===== config.mk =====
export PLATFORM = sky130hd
export DESIGN_NAME = imm_extend_arbiter
export DESIGN_NICKNAME = d
export VERILOG_FILES = /design/src/rtl/imm_extend_arbiter.sv
export SDC_FILE = /design/constraint.sdc
export NUM_CORES = 1
export LEC_CHECK = 0
export ABC_CLOCK_PERIOD_IN_PS = 2170
export CAP_MARGIN = 15
export CELL_PAD_IN_SITES_DETAIL_PLACEMENT = 0
export CELL_PAD_IN_SITES_GLOBAL_PLACEMENT = 2
export CORE_UTILIZATION = 21
export DETAILED_ROUTE_END_ITERATION = 7
export PLACE_DENSITY_LB_ADDON = 0.1
export SYNTH_ARGS = -nofsm -noshare
export SYNTH_HDL_FRONTEND = slang
export SYNTH_SLANG_ARGS = --single-unit

===== constraint.sdc =====
create_clock -name clk -period 2.17 [get_ports clk]
set_input_delay 0.5425 -clock clk [delete_from_list [all_inputs] [get_ports clk]]
set_output_delay 0.5425 -clock clk [all_outputs]
set_load 0.02 [all_outputs]

===== src/rtl/imm_extend_arbiter.sv =====
// Two-requester round-robin arbiter feeding a single-entry immediate-extension
// result register (decode stage and branch-target precompute share one extender).
`timescale 1ns/1ps

module imm_extend_arbiter #(
  parameter int unsigned ILLEGAL_ZERO = 0
) (
  input  logic        clk,
  input  logic        rst,
  input  logic        in0_valid,
  input  logic [31:0] in0_instr,
  output logic        in0_ready,
  input  logic        in1_valid,
  input  logic [31:0] in1_instr,
  output logic        in1_ready,
  output logic        out_valid,
  input  logic        out_ready,
  output logic [31:0] out_imm,
  output logic        out_src,
  output logic [1:0]  out_mode,
  output logic        out_illegal,
  output logic        o_dbg_state
);

  typedef enum logic {
    ST_EMPTY = 1'b0,
    ST_FULL  = 1'b1
  } state_t;

  localparam logic [1:0] MODE_SIGN = 2'b00;
  localparam logic [1:0] MODE_ZERO = 2'b01;
  localparam logic [1:0] MODE_LUI  = 2'b10;

  state_t      r_state;
  logic        r_last_grant;
  logic [31:0] r_imm;
  logic        r_src;
  logic [1:0]  r_mode;
  logic        r_illegal;

  logic        w_accept_ok;
  logic        w_grant0;
  logic        w_grant1;
  logic        w_accept;
  logic [5:0]  w_opcode;
  logic [15:0] w_imm16;
  logic [31:0] w_ext_imm;
  logic [1:0]  w_ext_mode;
  logic        w_ext_illegal;
  logic        w_unused;

  // Handshakes are valid/ready: a transfer happens on the rising edge where both
  // are high. Requesters may change or drop valid freely; readiness depends on
  // valid through the grant, and no ready is ever raised while reset is held.
  assign w_accept_ok = rst & ((r_state == ST_EMPTY) | out_ready);

  // Round-robin: on a tie the requester that did not win last time is granted.
  assign w_grant0 = in0_valid & (~in1_valid | r_last_grant);
  assign w_grant1 = in1_valid & (~in0_valid | ~r_last_grant);

  assign in0_ready = w_accept_ok & w_grant0;
  assign in1_ready = w_accept_ok & w_grant1;
  assign w_accept  = in0_ready | in1_ready;

  assign w_opcode = w_grant1 ? in1_instr[31:26] : in0_instr[31:26];
  assign w_imm16  = w_grant1 ? in1_instr[15:0]  : in0_instr[15:0];
  assign w_unused = ^{in0_instr[25:16], in1_instr[25:16]};

  always_comb begin
    w_ext_imm     = {{16{w_imm16[15]}}, w_imm16};
    w_ext_mode    = MODE_SIGN;
    w_ext_illegal = 1'b0;
    case (w_opcode)
      6'h04, 6'h05, 6'h08, 6'h09, 6'h0A, 6'h0B, 6'h23, 6'h2B: begin
        w_ext_imm  = {{16{w_imm16[15]}}, w_imm16};
        w_ext_mode = MODE_SIGN;
      end
      6'h0C, 6'h0D, 6'h0E: begin
        w_ext_imm  = {16'h0000, w_imm16};
        w_ext_mode = MODE_ZERO;
      end
      6'h0F: begin
        w_ext_imm  = {w_imm16, 16'h0000};
        w_ext_mode = MODE_LUI;
      end
      default: begin
        w_ext_illegal = 1'b1;
        w_ext_mode    = MODE_SIGN;
        w_ext_imm     = (ILLEGAL_ZERO != 0) ? 32'h0000_0000
                                            : {{16{w_imm16[15]}}, w_imm16};
      end
    endcase
  end

  // A load while FULL with out_ready is the back-to-back case: the old result
  // leaves on the same edge the new one arrives, so the state stays FULL.
  always_ff @(posedge clk or negedge rst) begin
    if (!rst) begin
      r_state      <= ST_EMPTY;
      r_last_grant <= 1'b1;
      r_imm        <= 32'h0000_0000;
      r_src        <= 1'b0;
      r_mode       <= MODE_SIGN;
      r_illegal    <= 1'b0;
    end else begin
      if (w_accept) begin
        r_state      <= ST_FULL;
        r_last_grant <= in1_ready;
        r_imm        <= w_ext_imm;
        r_src        <= in1_ready;
        r_mode       <= w_ext_mode;
        r_illegal    <= w_ext_illegal;
      end else if ((r_state == ST_FULL) && out_ready) begin
        r_state <= ST_EMPTY;
      end
    end
  end

  assign out_valid   = (r_state == ST_FULL);
  assign out_imm     = r_imm;
  assign out_src     = r_src;
  assign out_mode    = r_mode;
  assign out_illegal = r_illegal;
  assign o_dbg_state = r_state;

endmodule


== Word-level counts from Yosys, hierarchy flattened ==
Cells that the tools add are included.
Operators by class
  muxes and demuxes: 7
  equal/unequal tests: 12
  reductions and logical operators: 4
  bitwise operators: 13
Operators with widths (count)
  32-bit one-hot mux with 2 select lines: 1
  6-bit by 4-bit equality test with 1-bit output (second input constant): 8
  16-bit 2-to-1 mux: 1
  6-bit by 3-bit equality test with 1-bit output (second input constant): 2
  6-bit equality test (second input constant): 2
  12-bit OR reduction: 1
  6-bit 2-to-1 mux: 1
  1-bit bitwise AND: 5
  1-bit inverter: 4
  1-bit OR: 4
  2-bit one-hot mux with 2 select lines: 1
  1-bit 2-to-1 mux: 3
  3-bit OR reduction: 1
  2-bit nonzero test: 1
  1-bit logical AND: 1
Word-level totals
  output and inout bits: 40
  bits in registers: 38
  input port bits: 69
  word-level logic and storage cells: 42

== Logic depth before layout (Yosys ltp) ==
  depth in word-level cells: 7
  mapped depth: 6
  gate-level depth less buffers: 4

== Worst setup path before layout ==
No wires, ideal clock.
  path type: input port to output port
  from: input in1_valid
  to: output in1_ready
  slack: 265 ps
  path buffers: 2
  required time: 1627 ps
  stages on the path: 4
  arrival time: 1362 ps
  cell sequence: a21bo_4 buf_6 buf_2 nor2_1
On the way
  longest elaborated chain between the ends: 2
Ends and longest elaborated chain
  from (decl): line 13  | input logic in1_valid,
  1-bit bitwise AND: line 59  | assign w_grant1 = in1_valid & (~in0_valid | ~r_last_grant);
  1-bit bitwise AND: line 62  | assign in1_ready = w_accept_ok & w_grant1;
  to (decl): line 15  | output logic in1_ready,
Every way passes these cells.

== Final worst setup path ==
Same ends and word-level chain as after synthesis.

==> results.ini <==
[floorplanning]
die_width_um=96.38
die_height_um=96.38
rows=34
dieArea_um2=9289
initial_core_utilization=0.2155
boundaryPins=109
core_region_um2=8678

[placement]
dp_slack_ns=-0.4670
routabilityCongestion=0.6815
port_buffers=88
placed_instance_area_um2=2957
dp.final_hpwl_um=4005

[timing]
final_max_slew_viol_count=0
slew_headroom=0.6505
timing.final.crit_share=0.9713
tns_ns=0
holdWs_ns=0.4425
fmax_mhz=474.4
post-route-worst-setup-slack_ns=0.06222
finalHoldViolations=0
setup_viol=0
fin_worst_skew_ns=0.005856
tightest_slew_ns=0.5242
fin_crit_ns=2.108

[run_status]
run_status=finished, final reports clean

[clocking]
clock_tree_from_tritoncts=yes
cts_hold_buffers=0
cts-htree-levels=2
cts_buffers=5
clock_path_buffers=2
clkSinkCount=38
clock_slew_at_reported_path_ffs_ns=0.08
insertion_delay_of_the_later_clocked_pin_in_the_worst_skew_pair_ns=0.28
root_buffer=clkbuf_8

[drt]
drtIter0Drc=68
postRouteWirelength_um=6084
vias=1759
routed_wire_length_per_instance_um=15.80
detail_route.first_pass.iterations=4
wirelength_met1_um=2914
amount_of_wire_on_met2_after_detailed_routing_um=2813
remaining_drc_errors=0
route.met3.wl_um=324
route.top_layer_used=met4
route.antenna.remaining_nets=0
avgViaCountPerCell=4.569

[worst_setup_path]
critPathRequiredTime_ns=1.63
critical_path.startpoint_type=input pin
critPathKind=in -> out
arrival_ns=1.57
cp-end-kind=output pin
critical_path.max_fanout=6

[worst_hold_path]
worst_min_delay_path_category=in -> async

[final_layout]
design.final.nets=346
num_antenna_cells=0
syn_to_layout_area_delta_pct=66.96
final_area_um2=3123
drive_above_1_share=0.1552

[synthesis]
synth_largest_area_cell=dfrtp_1
synth_seq_cells=38
mappedNetlistArea_um2=1871
ys.warnings.count=0
synth_largest_type_area_fraction=0.4950
synth_cells=173
synth.avg_cell_area_um2=10.81
synthDistinctLibCells=34
synthesized_nets=242
synth_area_leaders=dfrtp_1 (49%), a221o_1 (8.0%), a22o_1 (8.0%), nand2_1 (7.6%), a21oi_1 (4.3%)
register_area_share_after_synthesis=0.5090

[grt]
gr-usage-all-layers=0.1385
initial_antenna_violation_count=0
globalRouteOverflowTotal=0
grt_pass1_vias=1756
grt_max_degree=40
wire_length_of_the_first_global_routing_pass_um=9397

[power_and_ir_drop]
power_density_nw_per_um2=789.6
peak_ir_drop_on_the_vdd_network_mv=0.2642
total_leakage_power_nw=1.319

[job]
drv.max_cap_violation_count=0

==> path summary, 6_finish.rpt <==
| path | from | to | slack (ns) | cells past startpoint |
|---|---|---|---|---|
| max reg2reg | r_last_grant$_DFFE_PN1P_ | out_imm[30]$_DFFE_PN0P_ | 0.35 | 5 |
| max | in1_valid | in1_ready | 0.06 | 4 |
| min | rst | o_dbg_state$_DFFE_PN0P_ | 0.44 | 3 |
| max in group asynchronous | rst | out_imm[29]$_DFFE_PN0P_ | 1.36 | 3 |
| min in group clk | out_mode[1]$_DFFE_PN0P_ | out_mode[1]$_DFFE_PN0P_ | 0.49 | 2 |
| min reg2reg | out_mode[1]$_DFFE_PN0P_ | out_mode[1]$_DFFE_PN0P_ | 0.49 | 2 |
==> routing by layer <==
layer / GRT usage / up-vias
met5: 0 / -
li1: - / 852
met4: 0.04412 / 0
met1: 0.1853 / 844
met2: 0.2222 / 61
met3: 0.03052 / 2
==> Yosys cell counts <==
master	number
clkbuf_1	1
nand2_1	38
nand3_1	3
buf_2	5
o21a_4	1
o21ai_2	1
dfrtp_1	37
nand4b_1	2
o2111ai_1	1
a21bo_4	1
mux2i_1	2
a221o_1	15
inv_1	2
nor3_4	1
o21ai_0	3
nand2b_1	1
buf_1	2
nor2_1	2
nor2b_1	2
a211oi_4	1
o211ai_1	1
a211oi_1	2
a21oi_1	16
o21bai_1	2
mux2i_4	1
buf_6	5
a21boi_2	1
buf_4	1
nand3b_1	2
a22o_1	17
nor3_2	1
o22ai_1	1
o31ai_1	1
dfstp_2	1
==> worst max-delay path: stages <==
cell             delay, ns
clkdlybuf4s50_1       0.50
a21bo_4               0.28
nor2_1                0.08
buf_2                 0.16
==> cell families (layout without fill, tap and decap cells) <==
kind of cell	count (synthesis)	after routing	synth area share
AO/OA/AOI/OAI	64	64	0.2809
AND/OR/NAND/NOR	52	52	0.1298
flip-flops	38	38	0.5090
buffers and inverters	16	120	0.05752
multiplexers	3	3	0.02274
==> timing repair <==
action / CTS / global route
setup buffers: 2 / 0
gates cloned: 1 / 0
setup endpoints to repair: 17 / 16
resized for setup: 10 / 4
endpoints found under the hold margin: 0 / 0
pin swaps: 2 / 0
==> cells in the final DEF, fill, tap and decap left out, drive strengths merged <==
cell           instances
nand4b                 2
o2111ai                1
o31ai                  1
nand2b                 1
a21bo                  1
buf                   25
a221o                 15
dfrtp                 37
o21bai                 2
nor2                   2
nand3                  3
o21ai                  4
o21a                   1
dlygate4sd2            1
o22ai                  1
a22o                  17
mux2i                  3
dfstp                  1
bufinv                 1
nand2                 38
o211ai                 1
inv                    2
a21oi                 16
nor3                   2
nand3b                 2
a211oi                 3
bufbuf                 1
a21boi                 1
clkbuf                 6
clkdlybuf4s50         84
nor2b                  2
==> sequential cells by signal, summed over array words and instances, names as in the netlist <==
signal / count
out_illegal: 1
out_imm: 32
out_src: 1
out_mode: 2
r_last_grant: 1
o_dbg_state: 1
==> cell type report <==
class / count / area [um^2]
inverter: 2 / 7.507
sequential: 38 / 952.2
multi-input combinational: 119 / 814.5
clock buffer: 6 / 82.58
tap: 108 / 135.1
clock inverter: 1 / 30.03
timing repair buffer: 111 / 1101
fill: 887 / 5555
==> power breakdown <==
group / leakage, nW / internal [mW] / switching (mW) / total (mW)
sequential: 0.471 / 0.847 / 0.0864 / 0.934
combinational: 0.791 / 0.489 / 0.427 / 0.916
clock: 0.0573 / 0.368 / 0.248 / 0.617
==> stage by stage <==
stage / power, mW / utilization / std cells
finish: 2.466 / 0.3599 / 385
global route: 2.602 / 0.3599 / 385
CTS: 2.497 / 0.3583 / 385
detailed placement: 1.847 / 0.3407 / 375
global placement: 1.850 / 0.3407 / 375
floorplan: 1.370 / - / 173
Power figures use the tool's default switching activity.
